--- src/rtl/key_debounce_onehot.sv ---
// key_debounce_onehot
//   Four raw push-buttons are synchronised and debounced independently, then
//   arbitrated into a registered one-hot key vector with a one-cycle press strobe.
//   keys is always one-hot or all-zero.
//   Optional feature macro: KEY_REPEAT_EN (auto-repeat key_pulse while a key is held).
//
//   Selection FSM states:
//   state | meaning
//   IDLE  | no key selected, keys = 0; waits for any debounced press
//   HELD  | one key selected and driven on keys; others ignored until it releases
module key_debounce_onehot #(
   parameter int unsigned DEBOUNCE_CYCLES = 1000000,
   parameter int unsigned CNT_W           = 20,
   parameter int unsigned REPEAT_DELAY    = 50000000,
   parameter int unsigned REPEAT_PERIOD   = 10000000
) (
   input  logic       clk,
   input  logic       rst_n,
   input  logic [3:0] btn_raw,
   output logic [3:0] keys,
   output logic       key_pulse
);

   // Terminal count for the per-key stability counters.
   localparam logic [CNT_W-1:0] DEB_TC = CNT_W'(DEBOUNCE_CYCLES - 1);

   typedef enum logic {
      IDLE = 1'b0,
      HELD = 1'b1
   } state_t;

   logic [3:0]       s1;
   logic [3:0]       s2;
   logic [3:0]       db;
   logic [CNT_W-1:0] cnt [4];

   state_t           state_q;
   state_t           state_d;
   logic [1:0]       sel_q;
   logic [1:0]       sel_d;
   logic [1:0]       low_idx;
   logic [3:0]       keys_d;
   logic             pulse_d;

`ifdef KEY_REPEAT_EN
   logic [31:0]      rpt_q;
   logic [31:0]      rpt_d;
`endif

   // Two-flop synchroniser per button.
   always_ff @(posedge clk or negedge rst_n) begin
      if (!rst_n) begin
         s1 <= '0;
         s2 <= '0;
      end else begin
         s1 <= btn_raw;
         s2 <= s1;
      end
   end

   // Per-key debounce: accept a new level only after it has been stable for the full count.
   always_ff @(posedge clk or negedge rst_n) begin
      if (!rst_n) begin
         db <= '0;
         for (int i = 0; i < 4; i++) begin
            cnt[i] <= '0;
         end
      end else begin
         for (int i = 0; i < 4; i++) begin
            if (s2[i] == db[i]) begin
               cnt[i] <= '0;
            end else if (cnt[i] == DEB_TC) begin
               db[i]  <= s2[i];
               cnt[i] <= '0;
            end else begin
               cnt[i] <= cnt[i] + CNT_W'(1);
            end
         end
      end
   end

   // Lowest-index debounced key wins arbitration.
   always_comb begin
      low_idx = 2'd0;
      for (int i = 3; i >= 0; i--) begin
         if (db[i]) begin
            low_idx = 2'(i);
         end
      end
   end

   // FSM state, selection and registered outputs.
   always_ff @(posedge clk or negedge rst_n) begin
      if (!rst_n) begin
         state_q   <= IDLE;
         sel_q     <= '0;
         keys      <= '0;
         key_pulse <= 1'b0;
`ifdef KEY_REPEAT_EN
         rpt_q     <= '0;
`endif
      end else begin
         state_q   <= state_d;
         sel_q     <= sel_d;
         keys      <= keys_d;
         key_pulse <= pulse_d;
`ifdef KEY_REPEAT_EN
         rpt_q     <= rpt_d;
`endif
      end
   end

   // Next-state and output decode; the pulse is only ever raised for one cycle.
   always_comb begin
      state_d = state_q;
      sel_d   = sel_q;
      keys_d  = keys;
      pulse_d = 1'b0;
`ifdef KEY_REPEAT_EN
      rpt_d   = '0;
`endif
      case (state_q)
         IDLE: begin
            keys_d = '0;
            if (db != 4'b0000) begin
               sel_d   = low_idx;
               keys_d  = 4'b0001 << low_idx;
               pulse_d = 1'b1;
               state_d = HELD;
`ifdef KEY_REPEAT_EN
               rpt_d   = 32'(REPEAT_DELAY - 1);
`endif
            end
         end
         HELD: begin
            if (!db[sel_q]) begin
               keys_d  = '0;
               state_d = IDLE;
            end else begin
`ifdef KEY_REPEAT_EN
               // Down-counter reloads with the period after each repeat pulse.
               if (rpt_q == 32'd0) begin
                  pulse_d = 1'b1;
                  rpt_d   = 32'(REPEAT_PERIOD - 1);
               end else begin
                  rpt_d   = rpt_q - 32'd1;
               end
`endif
            end
         end
         default: begin
            state_d = IDLE;
            keys_d  = '0;
         end
      endcase
   end

endmodule

--- config.mk ---
export PLATFORM = sky130hd
export DESIGN_NAME = key_debounce_onehot
export DESIGN_NICKNAME = d
export VERILOG_FILES = /design/src/rtl/key_debounce_onehot.sv
export SDC_FILE = /design/constraint.sdc
export NUM_CORES = 1
export LEC_CHECK = 0
export ABC_CLOCK_PERIOD_IN_PS = 1900
export BUFFER_PORTS_ARGS = -buffer_cell sky130_fd_sc_hd__buf_2
export CAP_MARGIN = 5
export CORE_ASPECT_RATIO = 2
export CORE_UTILIZATION = 34
export DETAILED_ROUTE_END_ITERATION = 12
export GPL_ROUTABILITY_DRIVEN = 0
export HOLD_SLACK_MARGIN = 0.05
export MAX_ROUTING_LAYER = met4
export SLEW_MARGIN = 30
export SYNTH_ARGS = -nofsm -noshare
export SYNTH_HDL_FRONTEND = slang
export SYNTH_SLANG_ARGS = --single-unit
--- constraint.sdc ---
create_clock -name clk -period 1.9 [get_ports clk]
set_input_delay 0.475 -clock clk [delete_from_list [all_inputs] [get_ports clk]]
set_output_delay 0.475 -clock clk [all_outputs]
set_load 0.02 [all_outputs]
# [Yosys cells after proc, flatten, opt, wreduce, memory -nomap -nowiden]
# Cells that the tools add are included.
# W data, S select, Z words.
[word_totals] output_inout_bits=5 inputBits=6 register_bits=100 word_cells=61
[op_classes] eq_ne=9 magnitude_cmp=1 n_reduce_logical=6 n_addsub=4 shifts=1 mux=21 bitwise=5
[ops] cell="$mux W20" n=8
[ops] cell="$add A20 B1 Y20 const B" n=4
[ops] cell="$eq A20 B20 Y1 const B" n=4
[ops] cell="$reduce_and A2 Y1" n=5
[ops] cell="$mux W2" n=4
[ops] cell="$mux W4" n=2
[ops] cell="$pmux W4 S2" n=1
[ops] cell="$not A1 Y1" n=5
[ops] cell="$eq A1 B1 Y1" n=4
[ops] cell="$mux W1" n=4
[ops] cell="$reduce_bool A4 Y1" n=1
[ops] cell="$shl A1 B2 Y4 const A" n=1
[ops] cell="$lt A2 B3 Y1 const B" n=1
[ops] cell="$bmux W1 S2" n=1
[ops] cell="$ne A2 B2 Y1 const B" n=1
[ops] cell="$pmux W1 S2" n=1

# [Longest topological paths before layout]
# Gate-level depths: netlist (run 1).
[depth] word_depth=7 mapped_depth=6 ltp_nobuf=5

# [Least setup slack after synthesis (run 1)]
# No wires, ideal clock.
[synth_path] path_kind="register to register" from="register cnt[35] (netlist bit)" to="register cnt[29] (netlist bit)" t_required_ns=1.781 setup_time_ns=0.119 path_buffers=2 setup_slack_ns=0.113 arrival_ns=1.668 path_stages_with_launch=7 synth_period_minus_slack_ns=1.787 cell_sequence="dfrtp_1 -> or4_1 -> nor4_2 -> a31o_2 -> buf_4 -> buf_6 -> nor2_1"
[synth_between] elab_chain_len=3
[synth_rtl] element="from (decl)" line_no="35" source="logic [CNT_W-1:0] cnt [4];"
[synth_rtl] element="from (signal, indexed assignment)" line_no="76" source="cnt[i] <= cnt[i] + CNT_W'(1);"
[synth_rtl] element="$eq A20 B20 Y1" line_no="72" source="end else if (cnt[i] == DEB_TC) begin"
[synth_rtl] element="$mux W20" line_no="72"
[synth_rtl] element="$mux W20" line_no="70" source="if (s2[i] == db[i]) begin"
# No other way between the ends.
# A chain may end at the register's enable or synchronous reset.

# [Worst setup path in the final report (run 1)]
[layout_path] from="register cnt[31] (netlist bit)" to="register cnt[38] (netlist bit)"
[layout_between] elab_chain_len=3 elab_cells_between_ends=4 classes_between="add/sub (1); eq/ne (1); mux (2)"
[layout_rtl] element="$add A20 B1 Y20 / $eq A20 B20 Y1 (equally long branches)" line_no="76, 72"
[layout_rtl] element="$mux W20 (*)" line_no="72"
[layout_rtl] element="$mux W20 (*)" line_no="70"
# Mark *: on every way between the ends. The rest lies on a longest branch, timed or not.

==> results of run 1 <==
[through the flow]
step,instance area [µm²],util [%],worst slack (ns)
after global routing,5640,40.6,0.0102
final,5640,40.6,0.0833
after CTS,5590,40.3,0.0510
after detailed placement,5260,37.8,0.0639
after floorplan,4810,-,0.113
after global placement,5260,37.8,0.0793
[layer usage]
| metal | up-vias | wire length [µm] | global-route usage [%] |
|---|---|---|---|
| met5 | - | 0 | - |
| met3 | 13 | 173 | 3.06 |
| met2 | 44 | 5470 | 27.8 |
| met1 | 1800 | 4000 | 16.0 |
| met4 | 0 | 176 | 5.87 |
| li1 | 1767 | - | - |
[what timing repair did]
item | in CTS | in global routing
gates resized for setup | 0 | 5
setup endpoints to repair | 0 | 34
setup buffers | 0 | 2
[synthesized netlist by cell type (all sizes together) (3+ instances only)]
cell type	n
nand2	29
a21oi	19
nand4	15
or3	9
nand3	35
o31ai	13
inv	16
ha	4
or4	13
o21ai	11
nor4	20
xor2	17
dfrtp	100
nor3	17
clkbuf	7
mux2	4
nor2	65
buf	6
xnor2	40
or2	5
and3	9
and2	3
[flip-flops by register name (all words and copies together), names as in the netlist]
name and count:
db 4, sel_q 2, state_q 1, s1 4
s2 4, keys 4, cnt 80, key_pulse 1
[cells by family (layout without fill, tap and decap cells)]
| family | after synthesis | in the layout | share of synthesized area, % |
|---|---|---|---|
| adder cells (fa/ha/maj) | 4 | 4 | 1.04 |
| AO/OA/AOI/OAI | 49 | 49 | 6.58 |
| buffers and inverters | 29 | 72 | 2.86 |
| flip-flops | 100 | 100 | 52.0 |
| AND/OR/NAND/NOR | 232 | 232 | 25.7 |
| XOR/XNOR | 57 | 57 | 10.4 |
| multiplexers | 5 | 5 | 1.40 |
[cell type report]
| class | instances | area, µm² | share of cell area (%) |
|---|---|---|---|
| well taps | 189 | 236 | 4.20 |
| multi-input cells | 347 | 2200 | 39.1 |
| repair buffers | 41 | 298 | 5.28 |
| inverters | 16 | 60.1 | 1.07 |
| clock inverters | 3 | 68.8 | 1.22 |
| clock buffers | 12 | 267 | 4.73 |
| flip-flops and latches | 100 | 2500 | 44.4 |
[power by group through the flow]
stage,Combinational [mW],Clock [mW],Sequential [mW]
global placement,0.148,0,2.23
CTS,0.152,2.06,2.19
global route,0.170,2.15,2.19
floorplan,0.0689,0,2.22
finish,0.146,2.00,2.19
detailed placement,0.151,0,2.23
[worst max-delay path by stage]
stage,start,to,slack [ns],cells past startpoint
final,cnt[31],cnt[38],0.08,5
after global routing,cnt[31],cnt[35],0.01,5
after CTS,cnt[57],cnt[57],0.05,5
after detailed placement,cnt[57],cnt[57],0.06,5
after global placement,cnt[57],cnt[44],0.08,5
after floorplan,cnt[35],cnt[29],0.11,6
==> metrics.yaml, run 1 <==
clocking:
  root_buffer: "clkbuf_16"
  clock_latency_ns: 0.34
  clock-sinks: 100
  cts_tree: "yes"
  clockBufferDepth: 2
  ctsHoldBuffers: 0
  cts_htree_levels: 3
  clkTransAtPathRegs_ns: 0.07
  cts_made_buffers: 9
critical_path:
  critPathBufInv: 1
  required_ns: 2.12
  cp.arrival_ns: 2.04
  cp-end-kind: "flop"
  reg2reg_to: "cnt[38]"
  crit_type: "flop to flop"
  cpPeakStageDelay_ns: 0.54
  cp_max_fo: 10
  start_kind: "flop"
  cp_top_family: "simple AND/OR/NAND/NOR gates"
  reg2regPathDepth: 5
  crit_slowest_cell: "or4_1"
  r2r_start: "cnt[31]"
  crit_chain: "or4_1, nor4_4, a31o_2, buf_4, a21oi_1"
  regToRegSetupSlack_ns: 0.08
pwr:
  switching_share_pct: 20.1
  p_per_area_mw_per_mm2: 769
  leakage_nw: 2.27
  power_switching_mw: 0.872
  ir_drop_mv: 0.527
  power_mw: 4.34
  intPower_mw: 3.46
  clock_power_share_pct: 46.2
  power_frac_seq_pct: 50.4
  comb_power_share_pct: 3.4
synthesis:
  synth_top_area_share_pct: 52.0
  yosys.area.top_type: "dfrtp_1"
  netlist_instances: 476
  yosysSeqAreaShare_pct: 52.0
  syn-mean-instance-area_um2: 10.1
  synth_area_mm2: 0.00481
  syn_nets: 486
  synth-main-ff-cell: "dfrtp_1"
  synth_edf_count: 0
  ys_types: 47
  ys_ff_latch: 100
  ys_top_cells_by_area: "dfrtp_1, xnor2_1, nor2_1, nand3_1, xor2_1"
  synth-async-reset-ratio_pct: 100
  yosysWarnings: 0
cells_and_area:
  antenna_cells: 0
  final_cells: 708
  drive_gt1_share_pct: 14.8
  final_nets: 525
  final_common_cell: "dfrtp_1"
  syn2layout_area_growth_pct: 17.2
  nFillCells: 1409
  layout_common_cells: "dfrtp_1, nor2_1, xnor2_1"
global_routing:
  grt_util_all_layers_pct: 15.3
  grt_pass1_vias: 3726
  grt_start_max_net_pins: 46
  grt_overflow: 0
  antenna_found_initial: 0
  grt_pass1_wl_mm: 17.2
placement:
  dp_cells: 691
  post-dp-hpwl_mm: 7.12
  numPortBuffers: 10
sta:
  tightestPinTransition_ns: 0.636
  clock.fmax_mhz: 550
  finalSetupViolations: 0
  finalCriticalPeriod_ns: 1.82
  hold_viol: 0
  finClkSkew_ns: 0.00879
  hold_slack_ns: 0.0707
  final.setup.tns_ns: 0
  rsz0062_at_grt: "false"
  drv_slew: 0
  finalCritPeriodShare_pct: 95.6
  timing.slew.headroom_pct: 57.2
routing:
  wl_per_cell_um: 13.9
  route.detailed.drc: 0
  first_pass_iters: 4
  via_per_inst: 5.12
  ant_nets: 0
  routed_wl_mm: 9.81
  routed-via-count: 3624
  drt_iter0_drc: 142
die:
  pin_count: 11
  die_area_mm2: 0.0147
  die_x_um: 86.1
  coreArea_mm2: 0.0139
  rows: 61
  initial_utilization_pct: 34.6
  die_h_um: 170
hold_path:
  min_path_type: "input pin to asynchronous set/reset pin"
flow_run:
  cap_violations: 0
status:
  status: "complete, no violations"
No activity file was read; power rests on OpenSTA's default activity.
==> run 2, diff against run 1 <==
- ABC_AREA: default -> 1
- CTS_BUF_LIST: default -> sky130_fd_sc_hd__clkbuf_16
==> run 2 against run 1 <==
Cell count grew 23%; synthesized area grew 8.0%; maximum frequency grew 16%; non-clock buffer count shrank 25; global-route usage grew 1.9 points; wire length grew 20%; sequential cell count is the same; largest power group unchanged; highest routed layer unchanged.
==> metrics.yaml, run 2 <==
pwr:
  clock_power_share_pct: 42.2
  p_per_area_mw_per_mm2: 693
  leakage_nw: 2.40
  comb_power_share_pct: 3.6
  switching_share_pct: 23.3
  power_switching_mw: 0.936
  ir_drop_mv: 0.410
  intPower_mw: 3.09
  power_frac_seq_pct: 54.2
status:
  status: "complete, no violations"
cells_and_area:
  largest_reg_flops: 80
  final_nets: 680
  syn2layout_area_growth_pct: 11.7
  drive_gt1_share_pct: 8.74
  final_common_cell: "nor2_1"
  final_cell_area_mm2: 0.00580
  top_register: "cnt"
  final_core_util_pct: 38.9
  layout_common_cells: "nor2_1, nand2_1, dfrtp_1"
  antenna_cells: 0
sta:
  timing.slew.headroom_pct: 72.2
  finalCriticalPeriod_ns: 1.56
  final.setup.tns_ns: 0
  tightestPinTransition_ns: 0.416
  clock.fmax_mhz: 640
  rsz0062_at_grt: "false"
  hold_viol: 0
  hold_slack_ns: 0.237
  finalCritPeriodShare_pct: 82.2
  fin_ws_ns: 0.338
  drv_slew: 0
  finClkSkew_ns: 0.0103
  finalSetupViolations: 0
synthesis:
  syn-mean-instance-area_um2: 8.00
  yosysSeqAreaShare_pct: 48.2
  ys_top_cells_by_area: "dfrtp_1, nor2_1, nand2_1, nand3_1, xor2_1"
  synth_area_mm2: 0.00519
  synth_most_common_cell: "nor2_1"
  synth-async-reset-ratio_pct: 100
  synth_top_area_share_pct: 48.2
  yosys.area.top_type: "dfrtp_1"
  ys_types: 30
  yosysWarnings: 0
  synth_edf_count: 0
  synth_common_cells: "nor2_1, nand2_1, dfrtp_1, nand3_1, inv_1"
  synth-main-ff-cell: "dfrtp_1"
  ys_ff_latch: 100
  netlist_instances: 649
  syn_nets: 659
routing:
  highest_layer: "met4"
  wl_per_cell_um: 13.5
  via_per_inst: 4.79
  route.detailed.drc: 0
  routed-wl-met3_um: 222
  first_pass_iters: 4
  ant_nets: 0
  routed_wl_mm: 11.7
  routed-via-count: 4167
  drt_iter0_drc: 174
  met2_length_mm: 6.72
  wl_met1_mm: 4.31
clocking:
  cts_resized: 0
  clkTransAtPathRegs_ns: 0.07
  clockBufferDepth: 2
  cts_tree: "yes"
  clock_latency_ns: 0.35
  root_buffer: "clkbuf_16"
  clock-sinks: 100
  cts_made_buffers: 9
  cts_htree_levels: 3
global_routing:
  grt_overflow: 0
  grt_pass1_wl_mm: 20.3
  grt_start_max_net_pins: 32
  antenna_found_initial: 0
  grt_util_all_layers_pct: 17.2
  grt_pass1_vias: 4347
placement:
  dpl_cell_area_mm2: 0.00552
  numPortBuffers: 10
  post-dp-hpwl_mm: 9.14
  post-place-ws_ns: 0.345
die:
  coreArea_mm2: 0.0149
  rows: 63
  pin_count: 11
  initial_utilization_pct: 34.9
  die_x_um: 89.4
  die_area_mm2: 0.0158
  die_h_um: 177
critical_path:
  required_ns: 2.12
  start_kind: "flop"
  cp.arrival_ns: 1.79
  cp_max_fo: 6
  crit_type: "flop to flop"
  cp-end-kind: "flop"
hold_path:
  min_path_type: "input pin to flop"
flow_run:
  cap_violations: 0
-- run 2: per-stage QoR --
stage               power [mW]  instances
global route              4.19        870
finish                    4.02        870
detailed placement        2.37        853
global placement          2.37        853
CTS                       4.10        870
floorplan                 2.29        649
-- run 2: layout make-up --
class                   count  area (µm²)
flip-flops and latches    100        2500
clock inverters             7        42.5
fillers                  1525        9100
well taps                 195         244
clock buffers               9         225
repair buffers             16         125
multi-input cells         491        2470
inverters                  52         195
-- run 2: critical path, cell delays in order, from the launching register on --
cell and delay [ns]:
dfrtp_1 0.38, ha_1 0.26, nand3_4 0.13, nor2_4 0.14
nand3_1 0.21, nand2_1 0.24, nor2_1 0.08
-- run 2: kinds of logic (layout without fill, tap and decap cells) --
kind of cell,after synthesis,in the layout,synth area share (%)
AO/OA/AOI/OAI,28,28,2.87
adder cells (fa/ha/maj),4,4,0.964
XOR/XNOR,50,50,8.58
buffers and inverters,58,84,4.31
AND/OR/NAND/NOR,409,409,35.1
flip-flops,100,100,48.2
-- run 2: what timing repair did --
item	4_1_cts	5_1_grt
buffers inserted	0	0
hold buffers	1	0
hold endpoints to repair	16	0
-- run 2: per-layer routing --
layer / GRT usage, % / vias to the layer above
li1: - / 2112
met4: 9.33 / 0
met5: - / -
met3: 2.43 / 37
met1: 16.3 / 1956
met2: 32.1 / 62
-- run 2: worst paths after layout --
path | from | endpoint | slack, ns | cells after the start
worst max-delay path | cnt[40] | cnt[49] | 0.34 | 6
worst min-delay path | btn_raw[2] | s1[2] | 0.24 | 1
worst max register to register | cnt[40] | cnt[49] | 0.34 | 6
worst min register to register | s1[0] | s2[0] | 0.34 | 0
max in group asynchronous | rst_n | cnt[10] | 0.84 | 3
min in group asynchronous | rst_n | cnt[39] | 0.56 | 2
-- run 2: power groups by stage --
stage          sequential (mW)  clock (mW)  combinational, mW
6_report                  2.18        1.70              0.143
5_1_grt                   2.18        1.84              0.168
4_1_cts                   2.18        1.77              0.151
3_5_place_dp              2.22           0              0.149
3_3_place_gp              2.22           0              0.147
2_1_floorplan             2.22           0             0.0693
